`config.mk`:
```
export PLATFORM = sky130hd
export DESIGN_NAME = pc_fetch_unit_flat
export DESIGN_NICKNAME = d
export VERILOG_FILES = /design/src/rtl/pc_fetch_pkg.sv /design/src/rtl/pc_fetch_unit_if.sv /design/src/rtl/pc_next_mux.sv /design/src/rtl/pc_fetch_unit.sv /design/src/flat_wrapper.sv
export SDC_FILE = /design/constraint.sdc
export NUM_CORES = 1
export LEC_CHECK = 0
export CORE_MARGIN = 2
export CORE_UTILIZATION = 33
export CTS_CLUSTER_SIZE = 12
export DETAILED_ROUTE_END_ITERATION = 8
export PLACE_DENSITY = 0.85
export SLEW_MARGIN = 0
export SYNTH_ARGS = -nofsm -noshare
export SYNTH_HDL_FRONTEND = slang
export SYNTH_SLANG_ARGS = --single-unit
```
`constraint.sdc`:
```
create_clock -name clk -period 1.33 [get_ports clk]
set_input_delay 0.399 -clock clk [delete_from_list [all_inputs] [get_ports clk]]
set_output_delay 0.399 -clock clk [all_outputs]
set_load 0.005 [all_outputs]
```
`src/rtl/pc_fetch_pkg.sv`:
```
// Shared types and constants for the PC / instruction-fetch slice.
package pc_fetch_pkg;

    typedef enum logic [1:0] {
        IDLE   = 2'd0,
        REQ    = 2'd1,
        HOLD   = 2'd2,
        HALTED = 2'd3
    } fetch_state_t;

    localparam logic [31:0] PC_RESET_VECTOR = 32'h0000_0000;
    localparam logic [31:0] PC_ALIGN_MASK   = 32'hFFFF_FFFC;

endpackage

```
`src/rtl/pc_fetch_unit_if.sv`:
```
// Instruction-memory req/ack bus between the fetch unit and imem.
interface pc_fetch_unit_if;

    logic        imem_req;
    logic [31:0] imem_addr;
    logic        imem_ack;
    logic [31:0] imem_rdata;

    modport master (
        output imem_req,
        output imem_addr,
        input  imem_ack,
        input  imem_rdata
    );

    modport slave (
        input  imem_req,
        input  imem_addr,
        output imem_ack,
        output imem_rdata
    );

endinterface

```
`src/rtl/pc_next_mux.sv`:
```
// Next-PC priority select (jalr > branch > sequential) and alignment check.
// With PC_MISALIGN_TRAP_EN the raw selection is passed through so the
// caller can trap; otherwise the low two bits are cleared.
module pc_next_mux
    import pc_fetch_pkg::*;
(
    input  logic [31:0] pc_plus_4,
    input  logic [31:0] pc_branch,
    input  logic [31:0] jalr_target,
    input  logic        branch_taken,
    input  logic        jalr_taken,
    output logic [31:0] next_pc,
    output logic        next_misaligned
);

    logic [31:0] sel_pc;

    // Priority select of the redirect target.
    always_comb begin
        sel_pc = pc_plus_4;
        if (jalr_taken) begin
            sel_pc = jalr_target;
        end else if (branch_taken) begin
            sel_pc = pc_branch;
        end
    end

    // Flag misalignment and, in the default build, force word alignment.
    always_comb begin
        next_misaligned = |sel_pc[1:0];
`ifdef PC_MISALIGN_TRAP_EN
        next_pc = sel_pc;
`else
        next_pc = sel_pc & PC_ALIGN_MASK;
`endif
    end

endmodule

```
`src/rtl/pc_fetch_unit.sv`:
```
// Architectural PC register and instruction fetch over a req/ack bus.
// Optional feature macro: PC_MISALIGN_TRAP_EN (adds sticky misalign_trap).
module pc_fetch_unit
    import pc_fetch_pkg::*;
#(
    parameter logic [31:0] RESET_VECTOR = PC_RESET_VECTOR
) (
    input  logic                   clk,
    input  logic                   rst_n,
    input  logic [31:0]            pc_plus_4,
    input  logic [31:0]            pc_branch,
    input  logic                   branch_taken,
    input  logic                   jalr_taken,
    input  logic [31:0]            jalr_target,
    input  logic                   stall,
    input  logic                   halt,
    pc_fetch_unit_if.master        imem,
    output logic [31:0]            pc_current,
    output logic [31:0]            instr,
    output logic                   instr_valid,
`ifdef PC_MISALIGN_TRAP_EN
    output logic                   misalign_trap,
`endif
    output logic                   halted
);

    fetch_state_t state_q;
    fetch_state_t state_d;
    logic [31:0]  next_pc;
    logic         next_misaligned;
    logic         retire;
    logic         trap_take;
    logic         req_o;

    pc_next_mux u_next_mux (
        .pc_plus_4       (pc_plus_4),
        .pc_branch       (pc_branch),
        .jalr_target     (jalr_target),
        .branch_taken    (branch_taken),
        .jalr_taken      (jalr_taken),
        .next_pc         (next_pc),
        .next_misaligned (next_misaligned)
    );

    assign retire = (state_q == HOLD) && !stall;

`ifdef PC_MISALIGN_TRAP_EN
    assign trap_take = retire && next_misaligned;
`else
    assign trap_take = 1'b0;

    // The default build must never present a misaligned fetch address.
    always_comb begin
        assert (!(next_misaligned && (next_pc[1:0] != 2'b00)));
    end
`endif

    // State register.
    always_ff @(posedge clk or negedge rst_n) begin
        if (!rst_n) begin
            state_q <= IDLE;
        end else begin
            state_q <= state_d;
        end
    end

    // Next-state logic; REQ ignores halt/stall/redirects.
    always_comb begin
        state_d = state_q;
        unique case (state_q)
            IDLE:    state_d = halt ? HALTED : REQ;
            REQ:     state_d = imem.imem_ack ? HOLD : REQ;
            HOLD: begin
                if (!stall) begin
                    state_d = (halt || trap_take) ? HALTED : REQ;
                end
            end
            HALTED:  state_d = HALTED;
            default: state_d = IDLE;
        endcase
    end

    // State-decoded outputs; reset forces IDLE so req drops asynchronously.
    always_comb begin
        req_o       = (state_q == REQ);
        instr_valid = (state_q == HOLD);
        halted      = (state_q == HALTED);
    end

    assign imem.imem_req  = req_o;
    assign imem.imem_addr = pc_current;

    // PC, captured instruction and sticky trap flag.
    always_ff @(posedge clk or negedge rst_n) begin
        if (!rst_n) begin
            pc_current <= RESET_VECTOR;
            instr      <= '0;
`ifdef PC_MISALIGN_TRAP_EN
            misalign_trap <= 1'b0;
`endif
        end else begin
            if ((state_q == REQ) && imem.imem_ack) begin
                instr <= imem.imem_rdata;
            end
            if (retire && !trap_take) begin
                pc_current <= next_pc;
            end
`ifdef PC_MISALIGN_TRAP_EN
            if (trap_take) begin
                misalign_trap <= 1'b1;
            end
`endif
        end
    end

endmodule

```
`src/flat_wrapper.sv`:
```
// flat-port wrapper written by rule: the top's interface ports become plain ports
module pc_fetch_unit_flat import pc_fetch_pkg::*;
#(
    parameter logic [31:0] RESET_VECTOR = PC_RESET_VECTOR
)
  (clk, rst_n, pc_plus_4, pc_branch, branch_taken, jalr_taken, jalr_target, stall, halt, pc_current, instr, instr_valid, halted, imem_imem_req, imem_imem_addr, imem_imem_ack, imem_imem_rdata);
  pc_fetch_unit_if imem_i ();
  input  logic clk;
  input  logic rst_n;
  input  logic [31:0] pc_plus_4;
  input  logic [31:0] pc_branch;
  input  logic branch_taken;
  input  logic jalr_taken;
  input  logic [31:0] jalr_target;
  input  logic stall;
  input  logic halt;
  output logic [31:0] pc_current;
  output logic [31:0] instr;
  output logic instr_valid;
  output logic halted;
  output wire logic [$bits(imem_i.imem_req)-1:0] imem_imem_req;
  output wire logic [$bits(imem_i.imem_addr)-1:0] imem_imem_addr;
  input wire logic [$bits(imem_i.imem_ack)-1:0] imem_imem_ack;
  input wire logic [$bits(imem_i.imem_rdata)-1:0] imem_imem_rdata;
  assign imem_imem_req = imem_i.imem_req;
  assign imem_imem_addr = imem_i.imem_addr;
  assign imem_i.imem_ack = imem_imem_ack;
  assign imem_i.imem_rdata = imem_imem_rdata;
  pc_fetch_unit #(.RESET_VECTOR(RESET_VECTOR)) u_core (.clk(clk), .rst_n(rst_n), .pc_plus_4(pc_plus_4), .pc_branch(pc_branch), .branch_taken(branch_taken), .jalr_taken(jalr_taken), .jalr_target(jalr_target), .stall(stall), .halt(halt), .imem(imem_i), .pc_current(pc_current), .instr(instr), .instr_valid(instr_valid), .halted(halted));
endmodule
```
=== After elaboration in Yosys (flattened, before gate mapping) ===
Cells that the tools add are included.

* Register bits after elaboration: 64
* Latch bits: 0
* Bits in writable memories: 0
* ROM bits: 0
* Bits of input ports: 135
* Output and inout port bits: 99
* Logic and storage cells: 17
* Memories kept: 0

* $add $sub $neg: 0
* Multipliers: 0
* Div/mod/pow operators: 0
* Magnitude comparators: 0
* Eq/ne operators: 4
* Shifts and indexed selects: 0
* Muxes and demuxes: 6
* Bitwise operators: 0
* Reduce and logical (&&, ||, !) cells: 4

{| class="wikitable"
|+ Operators with widths
! operator !! number
|-
| 2-to-1 mux 32 bit || 2
|-
| case mux 2 bit (4 select lines) || 1
|-
| 2-to-1 mux 2 bit || 3
|-
| equality test 2 bit (second input constant) || 2
|-
| equality test 2 x 1 -> 1 bit (second input constant) || 1
|-
| logical AND 1 bit || 2
|-
| logical NOT 2 bit || 1
|-
| != test 2 bit (second input constant) || 1
|-
| logical NOT 1 bit || 1
|}

=== Longest topological paths before layout ===
* Depth in word-level cells: 3
* Gate-level depth with buffers: 5

=== Cells and area by module ===
A second synthesis with hierarchy kept.

* Cells, all modules: 287
* Area total of the unflattened synthesis: 3473.3 um^2

{| class="wikitable"
|+ By module, submodules not included
! module !! times used !! cells an instance !! area an instance (um^2) !! sequential area each (um^2)
|-
| pc_fetch_unit || 1 || 179 || 2747.6 || 1651.6
|-
| pc_next_mux || 1 || 108 || 725.7 || 0.0
|}

=== Worst setup path before layout ===
OpenSTA, ideal clock, no wires.

* Kind: register to register
* Start point: reg u_core.state_q[0]
* End point: reg u_core.instr[0]
* Library setup time: 0.125 ns
* Data arrival time: 1.195 ns
* Required time: 1.205 ns
* Path slack: 0.010 ns
* Cell stages (with the launch flop): 5
* Path buffers: 1
* Period minus slack after synthesis: 1.320 ns
* Cells stage by stage: dfrtp_1 and2b_2 nand2_4 buf_6 mux2_4

* Cells in the longest elaborated chain, start to end: 2

{| class="wikitable"
|+ RTL lines
! what !! line !! text
|-
| start: declaration || pc_fetch_unit.sv:27 || <nowiki>fetch_state_t state_q;</nowiki>
|-
| start signal: assignment || pc_fetch_unit.sv:63 || <nowiki>state_q <= state_d;</nowiki>
|-
| equality test 2 x 1 -> 1 bit || - ||
|-
| named net imem_imem_req || flat_wrapper.sv:21 || <nowiki>output wire logic [$bits(imem_i.imem_req)-1:0] imem_imem_req;</nowiki>
|-
| logical AND 1 bit || pc_fetch_unit.sv:102 || <nowiki>if ((state_q == REQ) && imem.imem_ack) begin</nowiki>
|-
| end signal: assignment || pc_fetch_unit.sv:103 || <nowiki>instr <= imem.imem_rdata;</nowiki>
|-
| end: declaration || pc_fetch_unit.sv:19 || <nowiki>output logic [31:0] instr,</nowiki>
|}

The timed path passes the listed nets, and every way through them passes these cells.
A chain may end at the register's enable or synchronous reset.

=== Worst setup path after layout ===
* Start point: reg u_core.state_q[0]
* End point: reg u_core.instr[16]

* Cells in the longest elaborated chain, start to end: 2

{| class="wikitable"
|+ RTL lines
! what !! line
|-
| equality test 2 x 1 -> 1 bit || pc_fetch_unit.sv:102
|-
| logical AND 1 bit || pc_fetch_unit.sv:102
|}

No other way between the ends.

==> impl_metrics.env <==
export IMPL_netlist_area_um2=3560
export IMPL_antenna_found_initial=0
export IMPL_max_freq_mhz=635
export IMPL_nets=663
export IMPL_start_util=0.342
export IMPL_die_area_um2=11600
export IMPL_reg2reg_slack_ns=-0.25
export IMPL_outcome="finished with violations"
export IMPL_cts_tree="yes"
export IMPL_htree_levels=3
export IMPL_pin_count=234
export IMPL_fp_dieH_um=108
export IMPL_final_cells=669
export IMPL_crit_fanout=10
export IMPL_overflow=0
export IMPL_layout_drive_gt1_share=0.540
export IMPL_hold_violations=0
export IMPL_finalSetupViolCount=86
export IMPL_core_um2=10400
export IMPL_port_buffers=223
export IMPL_rows=37
export IMPL_utilization=0.603
export IMPL_worstPathArrival_ns=1.80
export IMPL_cts_buffer_depth=2
export IMPL_critPathLaunchType="flop"
export IMPL_hold_path_class="input pin to async pin"
export IMPL_yosysSeqAreaShare=0.449
export IMPL_grt_pass1_wl_um=15900
export IMPL_post_drt_wl_per_cell_um=16.1
export IMPL_dp_hpwl_um=7290
export IMPL_leakagePower_nw=3.11
export IMPL_cts_made_buffers=9
export IMPL_worst_clock_skew_ns=0.0127
export IMPL_grt_max_degree=65
export IMPL_fin_crit_sh=1.18
export IMPL_cts_root_buf="clkbuf_8"
export IMPL_syn2layout_area_growth_pct=76.3
export IMPL_syn_avg_cell_area_um2=12.8
export IMPL_cts_sinks=64
export IMPL_clk_latency_ns=0.34
export IMPL_crit_required_ns=1.56
export IMPL_synth_warnings=0
export IMPL_via_per_inst=4.53
export IMPL_violations="negative setup slack"
export IMPL_first_pass_iters=4
export IMPL_r2r_cells=6
export IMPL_final_common_cell="clkdlybuf4s50_1"
export IMPL_dp_slack_ns=-0.541
export IMPL_r2r_start="u_core.state_q[0]$_DFFE_PN0P_"
export IMPL_ys_ff_latch=64
export IMPL_dp_cells=600
export IMPL_diodes=0
export IMPL_drt_wl_total_um=10800
export IMPL_ir_drop_mv=0.864
export IMPL_fin_ws_ns=-0.245
export IMPL_r2r_end="u_core.instr[16]$_DFFE_PN0P_"
export IMPL_critPathKind="flop to flop"
export IMPL_dieWidth_um=108
export IMPL_ctsHoldBuffers=0
export IMPL_first_global_vias=3284
export IMPL_path_clk_slew_ns=0.08
export IMPL_place_congestion=0.709
export IMPL_slew_viol_final=0
export IMPL_max_cap_violations=0
export IMPL_drc=0
export IMPL_ant_nets=0
export IMPL_syn_instance_count=278
export IMPL_final_min_clock_period_ns=1.58
export IMPL_drtIter0Drc=78
export IMPL_cp_end_kind="flop"
export IMPL_vias=3028
export IMPL_ys_types=20
export IMPL_mostFrequentLayoutCells="clkdlybuf4s50_1, buf_2, dfrtp_1"
export IMPL_grt_setup_unrepaired="yes"
export IMPL_p_per_area_nw_per_um2=1790
export IMPL_grt_usage=0.176
-- synthesized netlist by cell type --
cell type | n | area share
o21ai_2 | 30 | 0.074
o21ai_0 | 2 | 0.0028
buf_1 | 1 | 0.0011
and2_1 | 1 | 0.0018
nand2_1 | 30 | 0.032
mux2_2 | 32 | 0.10
nor2b_1 | 1 | 0.0018
buf_2 | 6 | 0.0084
conb_1 | 1 | 0.0011
a22oi_1 | 1 | 0.0021
mux2i_1 | 30 | 0.084
nand2_4 | 1 | 0.0032
and2b_2 | 1 | 0.0025
inv_1 | 1 | 0.0011
buf_6 | 10 | 0.032
or3b_1 | 1 | 0.0025
buf_4 | 34 | 0.072
mux2_4 | 30 | 0.13
dfrtp_1 | 64 | 0.45
a21o_1 | 1 | 0.0021
-- worst max-delay path by stage --
stage | from | to | slack [ns] | cells past startpoint
after floorplan | u_core.state_q[0]$_DFFE_PN0P_ | u_core.instr[0]$_DFFE_PN0P_ | 0.01 | 4
after global placement | branch_taken | u_core.imem.imem_addr[7]$_DFFE_PN0P_ | -0.51 | 5
after detailed placement | branch_taken | u_core.imem.imem_addr[16]$_DFFE_PN0P_ | -0.54 | 5
after CTS | u_core.state_q[0]$_DFFE_PN0P_ | imem_imem_req | -0.26 | 3
after global routing | u_core.state_q[0]$_DFFE_PN0P_ | u_core.instr[14]$_DFFE_PN0P_ | -0.29 | 6
final | u_core.state_q[0]$_DFFE_PN0P_ | u_core.instr[16]$_DFFE_PN0P_ | -0.25 | 6
-- where the power goes --
group	total, mW	internal, mW	switching [mW]
registers	3.40	2.82	0.571
logic	5.72	3.74	1.98
clock network	2.12	1.31	0.817
-- logic make-up after synthesis --
logic type / synth area share
and+or+nand+nor: 0.0432
muxes: 0.312
DFF: 0.449
AOI/OAI and AO/OA: 0.0808
other: 0.00105
buffers and inverters: 0.114
-- flip-flops by register name, indices dropped and copies added, names as in the netlist --
signal	cells
u_core.state_q	2
u_core.instr	32
u_core.imem.imem_addr	30
-- layer usage --
layer / part of all wire / global-route usage / vias up
met5: 0 / 0 / -
met4: 0.019 / 0.0723 / 0
met3: 0.054 / 0.0285 / 17
met2: 0.55 / 0.339 / 116
met1: 0.38 / 0.188 / 1468
li1: - / - / 1427
-- area by class of cell --
type / count / area, um^2
clock buffers: 10 / 138
multi-input cells: 165 / 1620
well taps: 136 / 170
clock inverters: 6 / 115
inverters: 1 / 3.75
flip-flops and latches: 64 / 1600
fillers: 861 / 4130
repair buffers: 287 / 2640
-- worst max-delay path, cell delays in order (launching register included) --
cell and delay, ns:
dfrtp_1 0.40, buf_6 0.13, and2b_2 0.20, buf_4 0.16
nand2_8 0.12, buf_12 0.16, mux2_4 0.30
-- stage by stage --
stage | TNS (ns) | hold slack (ns) | power, mW | instance area [um^2]
floorplan | 0 | 0.103 | 5.80 | 3570
global placement | -23.91 | 0.436 | 8.50 | 5750
detailed placement | -25.10 | 0.447 | 8.66 | 5750
CTS | -14.92 | 0.0630 | 11.2 | 6200
global route | -18.69 | 0.0772 | 11.9 | 6280
finish | -14.86 | 0.0611 | 11.2 | 6280
-- what timing repair did --
item,4_1_cts,5_1_grt
pin swaps,1,0
cloned,3,2
hold endpoints to repair,0,0
endpoints found under the setup margin,157,90
buffers inserted,45,3
gates resized for setup,430,11
No activity file was read; power rests on OpenSTA's default activity.
